===== src/rtl/polyvec_unpack_stream_pkg.sv =====
// Shared constants, FSM state type and lane helpers for the polyvec unpacker.
package polyvec_unpack_stream_pkg;

   localparam int KYBER_N   = 256;
   localparam int KYBER_Q   = 3329;
   localparam int LANES     = 8;
   localparam int COEF_BITS = 12;
   localparam int LANE_BITS = 16;
   localparam int IN_W      = LANES * COEF_BITS;
   localparam int OUT_W     = LANES * LANE_BITS;

   localparam logic [COEF_BITS-1:0] Q12 = COEF_BITS'(KYBER_Q);

   typedef enum logic [1:0] {
      IDLE,
      RUN,
      DRAIN,
      FIN
   } state_e;

   function automatic logic [COEF_BITS-1:0] lane_decode(
      input logic [IN_W-1:0] d,
      input int unsigned     j
   );
      return d[j*COEF_BITS +: COEF_BITS];
   endfunction

   // Single conditional subtract suffices: 12-bit inputs are < 2q.
   function automatic logic [COEF_BITS-1:0] reduce_q(
      input logic [COEF_BITS-1:0] c
   );
      return (c >= Q12) ? c - Q12 : c;
   endfunction

endpackage


===== src/rtl/polyvec_unpack_stream_if.sv =====
// Input beat / PRNG / output word bundle between key reader,
// unpacker and polyvec BRAM port.
interface polyvec_unpack_stream_if
   import polyvec_unpack_stream_pkg::*;
#(
   parameter int ADDR_W = 6
) ();

   logic              in_valid;
   logic              in_ready;
   logic [IN_W-1:0]   in_data;
   logic              PRNG_enable;
   logic [IN_W-1:0]   PRNG_data;
   logic              out_valid;
   logic              out_ready;
   logic [ADDR_W-1:0] out_addr;
   logic [OUT_W-1:0]  out_data_s1;
   logic [OUT_W-1:0]  out_data_s2;

   modport master (
      output in_valid, in_data, PRNG_data, out_ready,
      input  in_ready, PRNG_enable, out_valid, out_addr,
      input  out_data_s1, out_data_s2
   );

   modport slave (
      input  in_valid, in_data, PRNG_data, out_ready,
      output in_ready, PRNG_enable, out_valid, out_addr,
      output out_data_s1, out_data_s2
   );

endinterface


===== src/rtl/polyvec_lane_mask.sv =====
// One coefficient lane: reduce mod q, range flag and optional share split.
// Share split only exists when POLYVEC_UNPACK_MASK_EN is defined.
module polyvec_lane_mask
   import polyvec_unpack_stream_pkg::*;
(
   input  logic                 dec_mode,
   input  logic [COEF_BITS-1:0] coef,
   input  logic [COEF_BITS-1:0] rnd,
   output logic [LANE_BITS-1:0] s1,
   output logic [LANE_BITS-1:0] s2,
   output logic                 err
);

   logic [COEF_BITS-1:0] c_red;

   assign c_red = reduce_q(coef);
   assign err   = (coef >= Q12);

`ifdef POLYVEC_UNPACK_MASK_EN
   logic [COEF_BITS-1:0] r_red;
   logic [COEF_BITS-1:0] diff;

   // Wraps mod 4096 when c' < r'; adding q lands back in [0,q).
   assign r_red = reduce_q(rnd);
   assign diff  = c_red - r_red + ((c_red < r_red) ? Q12 : '0);

   always_comb begin
      s1 = LANE_BITS'(coef);
      s2 = '0;
      if (dec_mode) begin
         s1 = LANE_BITS'(diff);
         s2 = LANE_BITS'(r_red);
      end
   end
`else
   logic unused_rnd;

   assign unused_rnd = ^rnd;

   always_comb begin
      s1 = dec_mode ? LANE_BITS'(c_red) : LANE_BITS'(coef);
      s2 = '0;
   end
`endif

endmodule


===== src/rtl/polyvec_unpack_stream.sv =====
// Streaming Kyber polyvec unpacker: 96-bit packed beats to 128-bit lanes.
// Define POLYVEC_UNPACK_MASK_EN to split decryption coefficients into shares.
module polyvec_unpack_stream
   import polyvec_unpack_stream_pkg::*;
#(
   parameter  int KYBER_K = 2,
   localparam int WORDS   = KYBER_K * KYBER_N / LANES,
   localparam int ADDR_W  = $clog2(WORDS)
) (
   input  logic                     clk,
   input  logic                     rst,
   input  logic                     start,
   input  logic                     mode,
   polyvec_unpack_stream_if.slave   bus,
   output logic                     busy,
   output logic                     done,
   output logic                     coeff_err
);

   localparam logic [ADDR_W-1:0] LAST = ADDR_W'(WORDS - 1);

   state_e              state_q, state_d;
   logic                mode_q, mode_d;
   logic [ADDR_W-1:0]   in_cnt_q, in_cnt_d;
   logic [ADDR_W-1:0]   addr_q, addr_d;
   logic                out_valid_q, out_valid_d;
   logic [OUT_W-1:0]    s1_q, s1_d;
   logic [OUT_W-1:0]    s2_q, s2_d;
   logic                err_q, err_d;

   logic                in_ready;
   logic                in_fire;
   logic                out_fire;
   logic [LANES-1:0]    err_w;
   logic [OUT_W-1:0]    s1_w;
   logic [OUT_W-1:0]    s2_w;

   for (genvar j = 0; j < LANES; j++) begin : g_lane
      polyvec_lane_mask u_lane (
         .dec_mode (mode_q),
         .coef     (lane_decode(bus.in_data, j)),
         .rnd      (lane_decode(bus.PRNG_data, j)),
         .s1       (s1_w[j*LANE_BITS +: LANE_BITS]),
         .s2       (s2_w[j*LANE_BITS +: LANE_BITS]),
         .err      (err_w[j])
      );
   end

   assign in_ready = (state_q == RUN) && (!out_valid_q || bus.out_ready);
   assign in_fire  = bus.in_valid && in_ready;
   assign out_fire = out_valid_q && bus.out_ready;

   always_comb begin
      state_d     = state_q;
      mode_d      = mode_q;
      in_cnt_d    = in_cnt_q;
      addr_d      = addr_q;
      out_valid_d = out_valid_q;
      s1_d        = s1_q;
      s2_d        = s2_q;
      err_d       = err_q;

      if (out_fire) begin
         out_valid_d = 1'b0;
         if (addr_q != LAST) addr_d = addr_q + 1'b1;
      end
      if (in_fire) begin
         out_valid_d = 1'b1;
         s1_d        = s1_w;
         s2_d        = s2_w;
         in_cnt_d    = in_cnt_q + 1'b1;
         if (|err_w) err_d = 1'b1;
      end

      unique case (state_q)
         IDLE: begin
            if (start) begin
               state_d     = RUN;
               mode_d      = mode;
               in_cnt_d    = '0;
               addr_d      = '0;
               out_valid_d = 1'b0;
               err_d       = 1'b0;
            end
         end
         RUN: begin
            if (in_fire && in_cnt_q == LAST) state_d = DRAIN;
         end
         DRAIN: begin
            // Only the final word can still be pending here.
            if (!out_valid_q || out_fire) state_d = FIN;
         end
         FIN: begin
            state_d = IDLE;
         end
      endcase
   end

   always_ff @(posedge clk) begin
      if (rst) begin
         state_q     <= IDLE;
         mode_q      <= 1'b0;
         in_cnt_q    <= '0;
         addr_q      <= '0;
         out_valid_q <= 1'b0;
         s1_q        <= '0;
         s2_q        <= '0;
         err_q       <= 1'b0;
      end else begin
         state_q     <= state_d;
         mode_q      <= mode_d;
         in_cnt_q    <= in_cnt_d;
         addr_q      <= addr_d;
         out_valid_q <= out_valid_d;
         s1_q        <= s1_d;
         s2_q        <= s2_d;
         err_q       <= err_d;
      end
   end

`ifdef POLYVEC_UNPACK_MASK_EN
   assign bus.PRNG_enable = in_fire && mode_q;
`else
   assign bus.PRNG_enable = 1'b0;
`endif

   assign bus.in_ready    = in_ready;
   assign bus.out_valid   = out_valid_q;
   assign bus.out_addr    = addr_q;
   assign bus.out_data_s1 = s1_q;
   assign bus.out_data_s2 = s2_q;
   assign busy            = (state_q != IDLE);
   assign done            = (state_q == FIN);
   assign coeff_err       = err_q;

endmodule

===== src/flat_wrapper.sv =====
// flat-port wrapper written by rule: the top's interface ports become plain ports
module polyvec_unpack_stream_flat import polyvec_unpack_stream_pkg::*;
#(
   parameter  int KYBER_K = 2,
   localparam int WORDS   = KYBER_K * KYBER_N / LANES,
   localparam int ADDR_W  = $clog2(WORDS)
)
  (clk, rst, start, mode, busy, done, coeff_err, bus_in_valid, bus_in_data, bus_PRNG_data, bus_out_ready, bus_in_ready, bus_PRNG_enable, bus_out_valid, bus_out_addr, bus_out_data_s1, bus_out_data_s2);
  polyvec_unpack_stream_if bus_i ();
  input  logic clk;
  input  logic rst;
  input  logic start;
  input  logic mode;
  output logic busy;
  output logic done;
  output logic coeff_err;
  input wire logic [$bits(bus_i.in_valid)-1:0] bus_in_valid;
  input wire logic [$bits(bus_i.in_data)-1:0] bus_in_data;
  input wire logic [$bits(bus_i.PRNG_data)-1:0] bus_PRNG_data;
  input wire logic [$bits(bus_i.out_ready)-1:0] bus_out_ready;
  output wire logic [$bits(bus_i.in_ready)-1:0] bus_in_ready;
  output wire logic [$bits(bus_i.PRNG_enable)-1:0] bus_PRNG_enable;
  output wire logic [$bits(bus_i.out_valid)-1:0] bus_out_valid;
  output wire logic [$bits(bus_i.out_addr)-1:0] bus_out_addr;
  output wire logic [$bits(bus_i.out_data_s1)-1:0] bus_out_data_s1;
  output wire logic [$bits(bus_i.out_data_s2)-1:0] bus_out_data_s2;
  assign bus_i.in_valid = bus_in_valid;
  assign bus_i.in_data = bus_in_data;
  assign bus_i.PRNG_data = bus_PRNG_data;
  assign bus_i.out_ready = bus_out_ready;
  assign bus_in_ready = bus_i.in_ready;
  assign bus_PRNG_enable = bus_i.PRNG_enable;
  assign bus_out_valid = bus_i.out_valid;
  assign bus_out_addr = bus_i.out_addr;
  assign bus_out_data_s1 = bus_i.out_data_s1;
  assign bus_out_data_s2 = bus_i.out_data_s2;
  polyvec_unpack_stream #(.KYBER_K(KYBER_K)) u_core (.clk(clk), .rst(rst), .start(start), .mode(mode), .bus(bus_i), .busy(busy), .done(done), .coeff_err(coeff_err));
endmodule

===== config.mk =====
export PLATFORM = sky130hd
export DESIGN_NAME = polyvec_unpack_stream_flat
export DESIGN_NICKNAME = d
export VERILOG_FILES = /design/src/rtl/polyvec_unpack_stream_pkg.sv /design/src/rtl/polyvec_unpack_stream_if.sv /design/src/rtl/polyvec_lane_mask.sv /design/src/rtl/polyvec_unpack_stream.sv /design/src/flat_wrapper.sv
export SDC_FILE = /design/constraint.sdc
export NUM_CORES = 1
export LEC_CHECK = 0
export CORE_ASPECT_RATIO = 0.75
export CORE_MARGIN = 2
export CORE_UTILIZATION = 35
export DETAILED_ROUTE_END_ITERATION = 12
export DONT_BUFFER_PORTS = 1
export SETUP_SLACK_MARGIN = 0.4
export SLEW_MARGIN = 25
export SYNTH_ARGS = -nofsm -noshare
export SYNTH_HDL_FRONTEND = slang
export SYNTH_HIERARCHICAL = 1
export SYNTH_SLANG_ARGS = --single-unit

===== constraint.sdc =====
create_clock -name clk -period 1.9 [get_ports clk]
set_input_delay 0.38 -clock clk [delete_from_list [all_inputs] [get_ports clk]]
set_output_delay 0.38 -clock clk [all_outputs]
set_load 0.02 [all_outputs]

==> results by group <==
Run status
  – Status: complete, but fails checks
  – Failing checks: hold timing

Timing
  – Worst Tran Pin Value: 0.8049 ns
  – Rel. slew slack: 46.34%
  – Setup_tns: 0 ns
  – RSZ-0062 raised after global routing: true
  – Slack of the critical path: 0.1525 ns
  – Final Max Tran Viols: 0
  – Fmax achieved: 572.2 MHz
  – Final Setup Violations: 0
  – Clock skew after layout: 0.01138 ns
  – Hold slack: -0.08638 ns
  – Period utilization: 91.97%
  – Endpoints failing hold: 77
  – Final Critical Period: 1.747 ns

Flow run
  – Max-Cap Viols: 0

Clock network
  – TritonCTS clock tree: yes
  – CTS sink count: 273
  – Worst-skew pair later-pin latency: 0.57 ns
  – Total CTS buffers: 29
  – CTS Buffer Depth: 3
  – Hold buffer count at cts: 1
  – Number of H-tree levels: 1
  – CTS root buffer: clkbuf_16
  – Clk pin slew, worst setup/hold paths: 0.06 ns

Setup path
  – Crit path largest cell delay: 0.36 ns
  – CP required: 2.32 ns
  – Slowest CP cell: dfxtp_4
  – Reg2Reg Launch Point: u_core/state_q[1]
  – Max FO, Critical Path: 7
  – Crit. Startpoint: u_core/state_q[1]
  – WP buf/inv: 6
  – Crit path top cell by count: buf_4
  – Top delay family on crit path: buffers and inverters
  – Crit path cell chain: inv_6 -> ha_4 -> buf_4 -> nand3_4 -> buf_6 -> buf_12 -> buf_4 -> buf_16 -> nand2_1 -> a21oi_2
  – Crit path arrival time: 2.17 ns
  – WS Path Type: flip-flop to flip-flop
  – CP Capture Type: flip-flop
  – Worst Setup Start Kind: flip-flop

Cells and area
  – Commonest non-fill, non-tap cell in the layout: nand2_1
  – Final std cells w/o fill: 2389
  – Share of layout cells above drive strength 1: 26.85%
  – Commonest non-fill, non-tap cells in the layout: 505 x nand2_1, 262 x dfxtp_1, 183 x a21oi_1
  – Layout area overhead: 34.54%
  – # diodes: 0
  – Fin nets: 2074

Place
  – Post-DP HPWL: 24.91 mm
  – Dpl ws: -0.3005 ns
  – I/O Buffers: 0
  – RD Place Congestion: 0.8880
  – Cell Count Post-Placement: 2210

GRT
  – Initial antenna violation count: 0
  – Vias in the first global route: 11.25k
  – First-pass GRT wire length: 65.10 mm
  – Largest net degree at the start of global routing: 261
  – GRT Util Overall: 20.45%
  – Gr ovfl total: 0

Die
  – Die Height: 174.2 um
  – Core box area: 38170 um2
  – Initial core utilization: 35.41%
  – Die W: 230.9 um
  – FP Rows: 62
  – Num ports: 466
  – Die ar.: 40210 um2

Yosys
  – Post-synth EDFFs: 0
  – Top FF cell, synth: dfxtp_1
  – Syn Area/Cell: 7.753 um2
  – Synth area leader: dfxtp_1
  – Synth Instances: 1743
  – Asr flop ratio synth: 0%
  – Share of the synthesized area in the top cell type: 40.44%
  – Mapped Area: 13510 um2
  – Synth cell types: 58
  – Yosys reg bits: 273
  – Yosys warning count: 6
  – Post-synthesis sequential area ratio: 40.44%
  – Largest cells by area after synthesis: dfxtp_1 40%, nand2_1 15%, a21oi_1 10%, buf_4 8.9%, xor2_1 2.4%

Drt
  – DR WL/cell: 18.61 um
  – Vias per inst: 4.990
  – Post-Route WL: 44.47 mm
  – Routed Antenna Nets: 0
  – Drt initial violations: 745
  – Vias: 11.92k
  – Drt drc: 0
  – Initial DRT Pass Iterations: 6

Pwr
  – Power per cell area: 1189 nW/um2
  – VDD IR-drop max: 0.8651 mV
  – Leak pwr: 6.921 nW

Worst hold path
  – Worst hold start: rst
  – Worst hold path class: primary input to flip-flop
## metal layers
layer | track usage [%] | vias to the layer above | part of all wire (%)
met4 | 5.457 | 0 | 2.6
met3 | 8.136 | 65 | 9.7
li1 | - | 5738 | -
met2 | 32.60 | 425 | 45
met1 | 25.62 | 5692 | 42
met5 | 0 | - | 0
## registers in the layout, indices dropped and copies added (netlist names)
signal / flops
u_core/bus.out_data_s1: 128
u_core/bus.out_data_s2: 128
u_core/bus.out_addr: 6
u_core/in_cnt_q: 6
u_core/state_q: 2
u_core/bus.out_valid: 1
u_core/coeff_err: 1
u_core/mode_q: 1
## stage by stage
| step | utilization, % | instance area, um2 | power (mW) |
|---|---|---|---|
| after global placement | 36.79 | 14040 | 11.54 |
| after CTS | 44.95 | 17160 | 20.83 |
| after detailed placement | 36.79 | 14040 | 11.64 |
| after global routing | 47.63 | 18180 | 22.55 |
| final | 47.63 | 18180 | 21.62 |
| after floorplan | - | 14490 | 10.81 |
## final timing paths
| path | cells after the start | to | slack [ns] |
|---|---|---|---|
| worst min-delay path | 1 | u_core/bus.out_data_s1[70] | -0.09 |
| worst min register to register | 2 | u_core/in_cnt_q[1] | 0.49 |
| worst max-delay path | 10 | u_core/bus.out_data_s2[52] | 0.15 |
| worst max register to register | 10 | u_core/bus.out_data_s2[52] | 0.15 |
## logic make-up after synthesis
group	count (synthesis)	share of synthesized area (%)
other cells	9	0.2500
flops	273	40.44
xor+xnor	55	3.565
mux	17	1.324
fa+ha+maj	22	2.037
buf+inv	278	12.69
simple gates	728	24.02
compound gates	361	15.67
## synth_stat cells, types with 3 or more instances
| cell type | count |
|---|---|
| a21bo_1 | 7 |
| a21oi_1 | 271 |
| a31o_2 | 7 |
| and3_1 | 10 |
| buf_1 | 3 |
| buf_2 | 48 |
| buf_4 | 161 |
| clkbuf_1 | 35 |
| conb_1 | 9 |
| dfxtp_1 | 273 |
| ha_1 | 22 |
| inv_1 | 30 |
| mux2_2 | 7 |
| mux2i_1 | 10 |
| nand2_1 | 553 |
| nand3_1 | 25 |
| nor2_1 | 22 |
| nor2b_1 | 22 |
| nor3_1 | 26 |
| nor3_2 | 7 |
| nor3b_1 | 3 |
| nor4_1 | 17 |
| nor4b_2 | 7 |
| o2111ai_1 | 7 |
| o211ai_1 | 15 |
| o21a_1 | 16 |
| o21ai_0 | 10 |
| o31ai_1 | 8 |
| o31ai_2 | 7 |
| or3_1 | 8 |
| or3_4 | 7 |
| or4_1 | 7 |
| xnor2_1 | 18 |
| xor2_1 | 37 |
## worst reg2reg max path: cells and delay by family (launching register included)
family / cells / cell delay (ns)
buf+inv: 6 / 0.78
flops: 1 / 0.36
simple gates: 2 / 0.24
fa+ha+maj: 1 / 0.14
compound gates: 1 / 0.06
## repair_timing
item,4_1_cts,5_1_grt
resized for setup,137,190
buffers inserted,67,16
setup endpoints to repair,166,274
cloned,35,6
pin swaps,52,117
hold endpoints to repair,259,258
## layout make-up
type | instances | area (um2)
Fill cell | 3638 | 19990
Clock buffer | 38 | 809.5
Inverter | 30 | 195.2
Timing Repair Buffer | 176 | 2760
Tap cell | 512 | 640.6
Sequential cell | 273 | 5489
Clock inverter | 16 | 178.9
Multi-Input combinational cell | 1344 | 8107
## report_power, final
part           internal, mW  switching (mW)  total [mW]  leakage (nW)
logic                  4.01            3.57        7.58          4.21
clock network          3.42            2.50        5.92         0.486
registers              6.54            1.58        8.12          2.22
Note: power is estimated with default switching activity, not from simulation.
